<file path="config.mk">
export PLATFORM = sky130hd
export DESIGN_NAME = sram_arbiter
export DESIGN_NICKNAME = d
export VERILOG_FILES = /design/src/rtl/sram_arbiter.sv
export SDC_FILE = /design/constraint.sdc
export NUM_CORES = 1
export LEC_CHECK = 0
export ABC_AREA = 1
export BUFFER_PORTS_ARGS = -buffer_cell sky130_fd_sc_hd__buf_2
export CAP_MARGIN = 5
export CELL_PAD_IN_SITES_DETAIL_PLACEMENT = 1
export CELL_PAD_IN_SITES_GLOBAL_PLACEMENT = 1
export CORE_MARGIN = 4
export CORE_UTILIZATION = 32
export DETAILED_ROUTE_END_ITERATION = 7
export PLACE_DENSITY = 0.87
export SETUP_SLACK_MARGIN = 0.3
export SLEW_MARGIN = 0
export SYNTH_ARGS = -nofsm -noshare
export SYNTH_HDL_FRONTEND = slang
export SYNTH_SLANG_ARGS = --single-unit
</file>
<file path="constraint.sdc">
create_clock -name CLK -period 1.7 [get_ports CLK]
set_input_delay 0.34 -clock CLK [delete_from_list [all_inputs] [get_ports CLK]]
set_output_delay 0.34 -clock CLK [all_outputs]
set_load 0.02 [all_outputs]
</file>
<file path="src/rtl/sram_arbiter.sv">
// sram_arbiter: arbitrates a capture-side write port and a USB-side read port
// onto one asynchronous 20-bit x 16-bit SRAM. Every access is followed by at
// least one IDLE cycle so the data bus can turn around.
// Optional macro SRAM_ARB_FAIRNESS_EN: starvation guard that hands a contested
// IDLE cycle to the read after STARVE_LIM consecutive write grants.
// Without it, writes have strict priority over reads.
module sram_arbiter #(
    parameter int unsigned STARVE_LIM = 8
) (
    input  logic        CLK,
    input  logic        RSTN,
    input  logic        WREQ,
    input  logic [19:0] WADR,
    input  logic [15:0] WDAT,
    output logic        WACK,
    input  logic        RREQ,
    input  logic [19:0] RADR,
    output logic        RACK,
    output logic [15:0] RDAT,
    output logic        RVALID,
    output logic [19:0] ADX,
    output logic [15:0] DXO,
    input  logic [15:0] DXI,
    output logic        DXOE,
    output logic        CEX,
    output logic        CEY,
    output logic        CE1,
    output logic        CE2,
    output logic        BHE,
    output logic        BLE,
    output logic        BUSY
);

    typedef enum logic [2:0] {IDLE, WSET, WPUL, WHLD, RSET, RSMP} state_t;

    if (STARVE_LIM < 1 || STARVE_LIM > 255) begin : g_lim_check
        $error("sram_arbiter: STARVE_LIM must be within 1..255");
    end

    state_t      state_q, state_d;
    logic [19:0] adx_q, adx_d;
    logic [15:0] dxo_q, dxo_d;
    logic [15:0] rdat_q, rdat_d;
    logic        wack_q, wack_d;
    logic        rack_q, rack_d;
    logic        dxoe_q, dxoe_d;
    logic        cex_q, cex_d;
    logic        cey_q, cey_d;
    logic        ce1_q, ce1_d;
    logic        ce2_q, ce2_d;
    logic        ben_q, ben_d;
    logic        busy_q, busy_d;
    logic        ce_on;
    logic        grant_w, grant_r;

`ifdef SRAM_ARB_FAIRNESS_EN
    localparam logic [7:0] LIM = 8'(STARVE_LIM);

    logic [7:0] starve_q, starve_d;

    // Grant decision in IDLE with the starvation counter deciding contested cycles.
    always_comb begin
        grant_w  = 1'b0;
        grant_r  = 1'b0;
        starve_d = starve_q;
        if (state_q == IDLE) begin
            if (RREQ && (!WREQ || starve_q == LIM)) begin
                grant_r  = 1'b1;
                starve_d = '0;
            end else if (WREQ) begin
                grant_w  = 1'b1;
                starve_d = RREQ ? starve_q + 8'd1 : '0;
            end else begin
                starve_d = '0;
            end
        end
    end

    // Starvation counter register.
    always_ff @(posedge CLK or negedge RSTN) begin
        if (!RSTN) begin
            starve_q <= '0;
        end else begin
            starve_q <= starve_d;
        end
    end
`else
    // Grant decision in IDLE: writes always win a contested cycle.
    always_comb begin
        grant_w = (state_q == IDLE) && WREQ;
        grant_r = (state_q == IDLE) && RREQ && !WREQ;
    end
`endif

    // Next state, access registers, and SRAM strobes decoded from the next state.
    always_comb begin
        state_d = state_q;
        adx_d   = adx_q;
        dxo_d   = dxo_q;
        rdat_d  = rdat_q;
        case (state_q)
            IDLE: begin
                if (grant_w) begin
                    state_d = WSET;
                    adx_d   = WADR;
                    dxo_d   = WDAT;
                end else if (grant_r) begin
                    state_d = RSET;
                    adx_d   = RADR;
                end
            end
            WSET:    state_d = WPUL;
            WPUL:    state_d = WHLD;
            WHLD:    state_d = IDLE;
            RSET:    state_d = RSMP;
            RSMP: begin
                state_d = IDLE;
                rdat_d  = DXI;
            end
            default: state_d = IDLE;
        endcase

        // Outputs are registered, so they are decoded from the state being entered.
        ce_on  = (state_d != IDLE);
        ce1_d  = !ce_on;
        ce2_d  = ce_on;
        ben_d  = !ce_on;
        busy_d = ce_on;
        dxoe_d = (state_d == WSET) || (state_d == WPUL) || (state_d == WHLD);
        cey_d  = (state_d != WPUL);
        cex_d  = !((state_d == RSET) || (state_d == RSMP));
        wack_d = (state_d == WHLD);
        rack_d = (state_q == RSMP);
    end

    // FSM state and registered outputs; reset releases every strobe at once.
    always_ff @(posedge CLK or negedge RSTN) begin
        if (!RSTN) begin
            state_q <= IDLE;
            adx_q   <= '0;
            dxo_q   <= '0;
            rdat_q  <= '0;
            wack_q  <= 1'b0;
            rack_q  <= 1'b0;
            dxoe_q  <= 1'b0;
            cex_q   <= 1'b1;
            cey_q   <= 1'b1;
            ce1_q   <= 1'b1;
            ce2_q   <= 1'b0;
            ben_q   <= 1'b1;
            busy_q  <= 1'b0;
        end else begin
            state_q <= state_d;
            adx_q   <= adx_d;
            dxo_q   <= dxo_d;
            rdat_q  <= rdat_d;
            wack_q  <= wack_d;
            rack_q  <= rack_d;
            dxoe_q  <= dxoe_d;
            cex_q   <= cex_d;
            cey_q   <= cey_d;
            ce1_q   <= ce1_d;
            ce2_q   <= ce2_d;
            ben_q   <= ben_d;
            busy_q  <= busy_d;
        end
    end

    assign ADX    = adx_q;
    assign DXO    = dxo_q;
    assign RDAT   = rdat_q;
    assign WACK   = wack_q;
    assign RACK   = rack_q;
    assign RVALID = rack_q;
    assign DXOE   = dxoe_q;
    assign CEX    = cex_q;
    assign CEY    = cey_q;
    assign CE1    = ce1_q;
    assign CE2    = ce2_q;
    assign BHE    = ben_q;
    assign BLE    = ben_q;
    assign BUSY   = busy_q;

endmodule
</file>
Word level (Yosys, flattened, before mapping)
Cells that the tools add are included.
W data, S select, Z words.

word-level totals
  bits in registers = 62
  input port bits = 76
  logic and storage cells = 40
  output and inout port bits = 63

operators by class
  multiplexer cells = 5
  equal/unequal tests = 10
  reductions and logical operators = 14

operators by type and width
  kind                  number
  $mux W20              2
  $eq A3 B3 Y1 const B  4
  $pmux W3 S4           1
  $eq A3 B2 Y1 const B  3
  $eq A3 B1 Y1 const B  2
  $mux W3               2
  $reduce_and A2 Y1     2
  $logic_and A1 B1 Y1   3
  $logic_not A1 Y1      3
  $logic_not A3 Y1      1
  $logic_or A1 B1 Y1    3
  $ne A3 B2 Y1 const B  1
  $reduce_bool A3 Y1    1
  $reduce_bool A2 Y1    1

Longest topological paths before layout
  word-level depth = 9
  gate-level depth with buffers = 7
  depth with buffers taken out = 6

Worst setup path after synthesis
No wires, ideal clock.

  path type = register -> register
  start = reg state_q[0]
  end = reg dxo_q[11] (netlist: DXO[11])
  data arrival time = 1.117 ns
  clock period less this slack = 1.248 ns
  slack = 0.452 ns
  stages on the path, launching flop included = 7
  library setup time = 0.131 ns
  buffers on the path = 2
  required time = 1.569 ns
  cells stage by stage = dfrtp_1 nor2_4 nand3_2 buf_4 buf_2 nand2_1 o21ai_0

between the ends
  longest elaborated chain between the ends = 3

RTL lines
  what                                  line     text
  start: declaration                    40       state_t state_q, state_d;
  start signal: assignment              153      state_q <= state_d;
  $logic_not A3 Y1 *                    90, 101
  $logic_and A1 B1 Y1                   90       grant_w = (state_q == IDLE) && WREQ;
  $reduce_and A2 Y1 (no source line) *  n/a
  end signal: assignment                155      dxo_q <= dxo_d;
  end: declaration                      42       logic [15:0] dxo_q, dxo_d;

Mark *: on every way between the ends. The rest lies on a longest branch, timed or not.
A chain may end at the register's enable or synchronous reset.

Final worst setup path
  start = reg state_q[1]
  end = reg adx_q[4] (netlist: ADX[4])

between the ends
  longest elaborated chain between the ends = 5
  elaborated cells between the ends (all ways) = 7
  classes of those cells = 1 x mux; 6 x reduce/logical

RTL lines
  what                                 line         text
  $logic_not A3 Y1 *                   90, 91, 101
  $logic_and A1 B1 Y1 (2 in series)    91           grant_r = (state_q == IDLE) && RREQ && !WREQ;
  $reduce_bool A2 Y1 (no source line)  n/a
  $reduce_and A2 Y1 (no source line)   n/a
  end signal: assignment               140          adx_q <= '0;
  end signal: assignment               154          adx_q <= adx_d;
  end: declaration                     41           logic [19:0] adx_q, adx_d;

Marked as above.

==> metrics.yaml <==
fin_area_mm2: 0.00421
dp_cells: 574
setup-violations-final: 0
reg2reg_slack_ps: 280
gp_congestion: 0.798
arrival_ps: 1670
top_layer_used: "met4"
drtIter0Drc: 48
fillCellCount: 1034
rsz0062_at_grt: "true"
numCtsBuffers: 9
slew_violations: 0
antenna_found_initial: 0
cts.sinks: 62
ir_drop_v: 0.000840
status: "complete, but fails checks"
rows: 33
synth_compound_area_share_pct: 2.85
rr_worst_depth: 8
antenna-diode-count: 0
finalNonFillerCells: 610
drt-total-wl_mm: 9.86
synth_top_area_share_pct: 52.5
synth_nets: 421
via_count: 2908
met3_length_um: 542
ys_seq_area_share_pct: 55.3
tritoncts: "yes"
startpoint_type: "register"
placed_area_mm2: 0.00360
hold_slack_ps: -6.29
portBuffers: 138
crit_required_ps: 1960
yosys_warnings: 0
syn_avg_cell_area_um2: 8.15
async_flop_share_pct: 100
grt_pass1_vias: 3026
drtPass1Iterations: 4
grt_overflow_total: 0
min_path_type: "input pin to async pin"
synthCells: 345
wl_met2_mm: 5.33
synth_top_family_by_area: "simple AND/OR/NAND/NOR gates"
critPathKind: "register to register"
synth_edf_count: 0
power_leakage_nw: 2.47
synth_fa_ha_area_share_pct: 0
cts.clk_slew.worst_paths_ps: 80
crit_path_end_kind: "register"
grt_pass1_wl_mm: 14.3
yosys-top-cells-area: "dfrtp_1, nand2_1, inv_1"
max-slew-margin-rel_pct: 62.8
synth_seq_cells: 62
cap_viol_max_count: 0
fin_crit_ps: 1420
pin_count: 139
tns_ps: 0
ys.flop_type: "dfrtp_1"
worst_pin_slew_ps: 558
yosysUniqueCellTypes: 17
fin_skew_ps: 12.0
synth_simple_gate_area_share_pct: 28.9
timing.final.hold_violations: 10
power.density_mw_per_mm2: 2030
syn_area_mm2: 0.00281
syn2layout_area_growth_pct: 49.7
path_max_fanout: 13
viasPerCell: 4.77
synth.most_common_cell: "nand2_1"
core-area_mm2: 0.00838
antenna_left: 0
r2r_end: "ADX[4]$_DFFE_PN0P_"
die_w_um: 102
cts-root-buf: "clkbuf_8"
synthTopCellsByCount: "nand2_1, dfrtp_1, inv_1"
yosysTopAreaCell: "dfrtp_1"
drc: 0
start_util_pct: 33.5
ctsHoldBuffers: 0
track_usage_pct: 17.6
dieHeight_um: 102
clk_latency_ps: 330
wl_per_cell_um: 16.2
final_net_count: 576
synthXorXnorAreaFrac_pct: 0
htreeDepth: 3
violations: "negative hold slack"
die_area_mm2: 0.0103
dp_hpwl_mm: 6.31
fin_crit_sh_pct: 83.3
cts_buffer_depth: 2
drive_above_1_share_pct: 40.6
drt-met1-wl_mm: 3.89
grt_max_degree: 53
max_freq_mhz: 706
synth_mux_area_share_pct: 0
r2r_start: "state_q[1]$_DFF_PN0_"
-- cell usage in the layout (no fill, tap or decap), drive strengths merged --
| cell type | n |
|---|---|
| buf | 163 |
| dfstp | 3 |
| nor2 | 3 |
| clkinvlp | 2 |
| inv | 60 |
| dfrtp | 59 |
| nand4 | 22 |
| bufbuf | 1 |
| clkbuf | 16 |
| o21ai | 16 |
| clkinv | 3 |
| nand3 | 46 |
| nand2 | 111 |
-- worst max-delay path, stage by stage, from the launching register on --
cell     delay, ps
dfrtp_1        440
nor2_4         170
buf_6          120
nand3_4         90
buf_4          160
buf_12         140
nand2_1         60
nand3_1         80
nand2_1         70
-- per-layer routing --
metal	global-route usage [%]	vias to the layer above
met5	0	-
met4	6.03	0
met3	3.31	12
met2	31.4	94
met1	21.2	1421
li1	-	1381
-- how the worst max path moves through the flow --
stage / endpoint / cells after the start / startpoint / slack (ps)
finish: ADX[4]$_DFFE_PN0P_ / 8 / state_q[1]$_DFF_PN0_ / 280
global route: ADX[0]$_DFFE_PN0P_ / 8 / state_q[1]$_DFF_PN0_ / 220
CTS: ADX[4]$_DFFE_PN0P_ / 6 / state_q[1]$_DFF_PN0_ / 300
detailed placement: ADX[4]$_DFFE_PN0P_ / 7 / state_q[0]$_DFF_PN0_ / 100
global placement: ADX[0]$_DFFE_PN0P_ / 7 / state_q[0]$_DFF_PN0_ / 220
floorplan: DXO[11]$_DFFE_PN0P_ / 6 / state_q[0]$_DFF_PN0_ / 450
-- final cells by class --
type | instances | area [um^2] | share of cell area [%]
sequential | 62 | 1560 | 37.0
timing repair buffer | 168 | 1140 | 27.1
multi-input combinational | 198 | 978 | 23.2
inverter | 61 | 233 | 5.53
clock buffer | 12 | 145 | 3.45
tap | 105 | 131 | 3.12
clock inverter | 4 | 22.5 | 0.535
-- flip-flops by register name, summed over array words and instances, names as in the netlist --
| signal | count |
|---|---|
| DXO | 16 |
| CEX | 1 |
| BHE | 1 |
| WACK | 1 |
| RACK | 1 |
| ADX | 20 |
| RDAT | 16 |
| CEY | 1 |
| DXOE | 1 |
| state_q | 3 |
| BUSY | 1 |
-- per-stage QoR --
stage                     utilization (%)  total power [mW]  worst slack, ps
final                                50.2              8.53              283
after global routing                 50.2              9.10              220
after CTS                            46.7              7.92              303
after detailed placement             42.9              6.31             95.4
after global placement               42.9              6.11              215
after floorplan                         -              4.99              452
-- cells by family after synthesis --
logic type | after synthesis
flops | 62
simple gates | 182
compound gates | 16
buf+inv | 85
-- power breakdown --
part           switching [mW]  total, mW  internal (mW)  leakage (nW)
sequential              0.426       2.66           2.23         0.753
combinational            2.80       4.74           1.94          1.63
clock                   0.568       1.13          0.563        0.0861
total                    3.79       8.53           4.74          2.47
-- what timing repair did --
item,in CTS,in global routing
hold endpoints to repair,0,0
pin swaps,3,10
resized for setup,13,34
buffers inserted,5,6
gates cloned,2,7
setup endpoints to repair,36,59
Power figures use the tool's default switching activity.
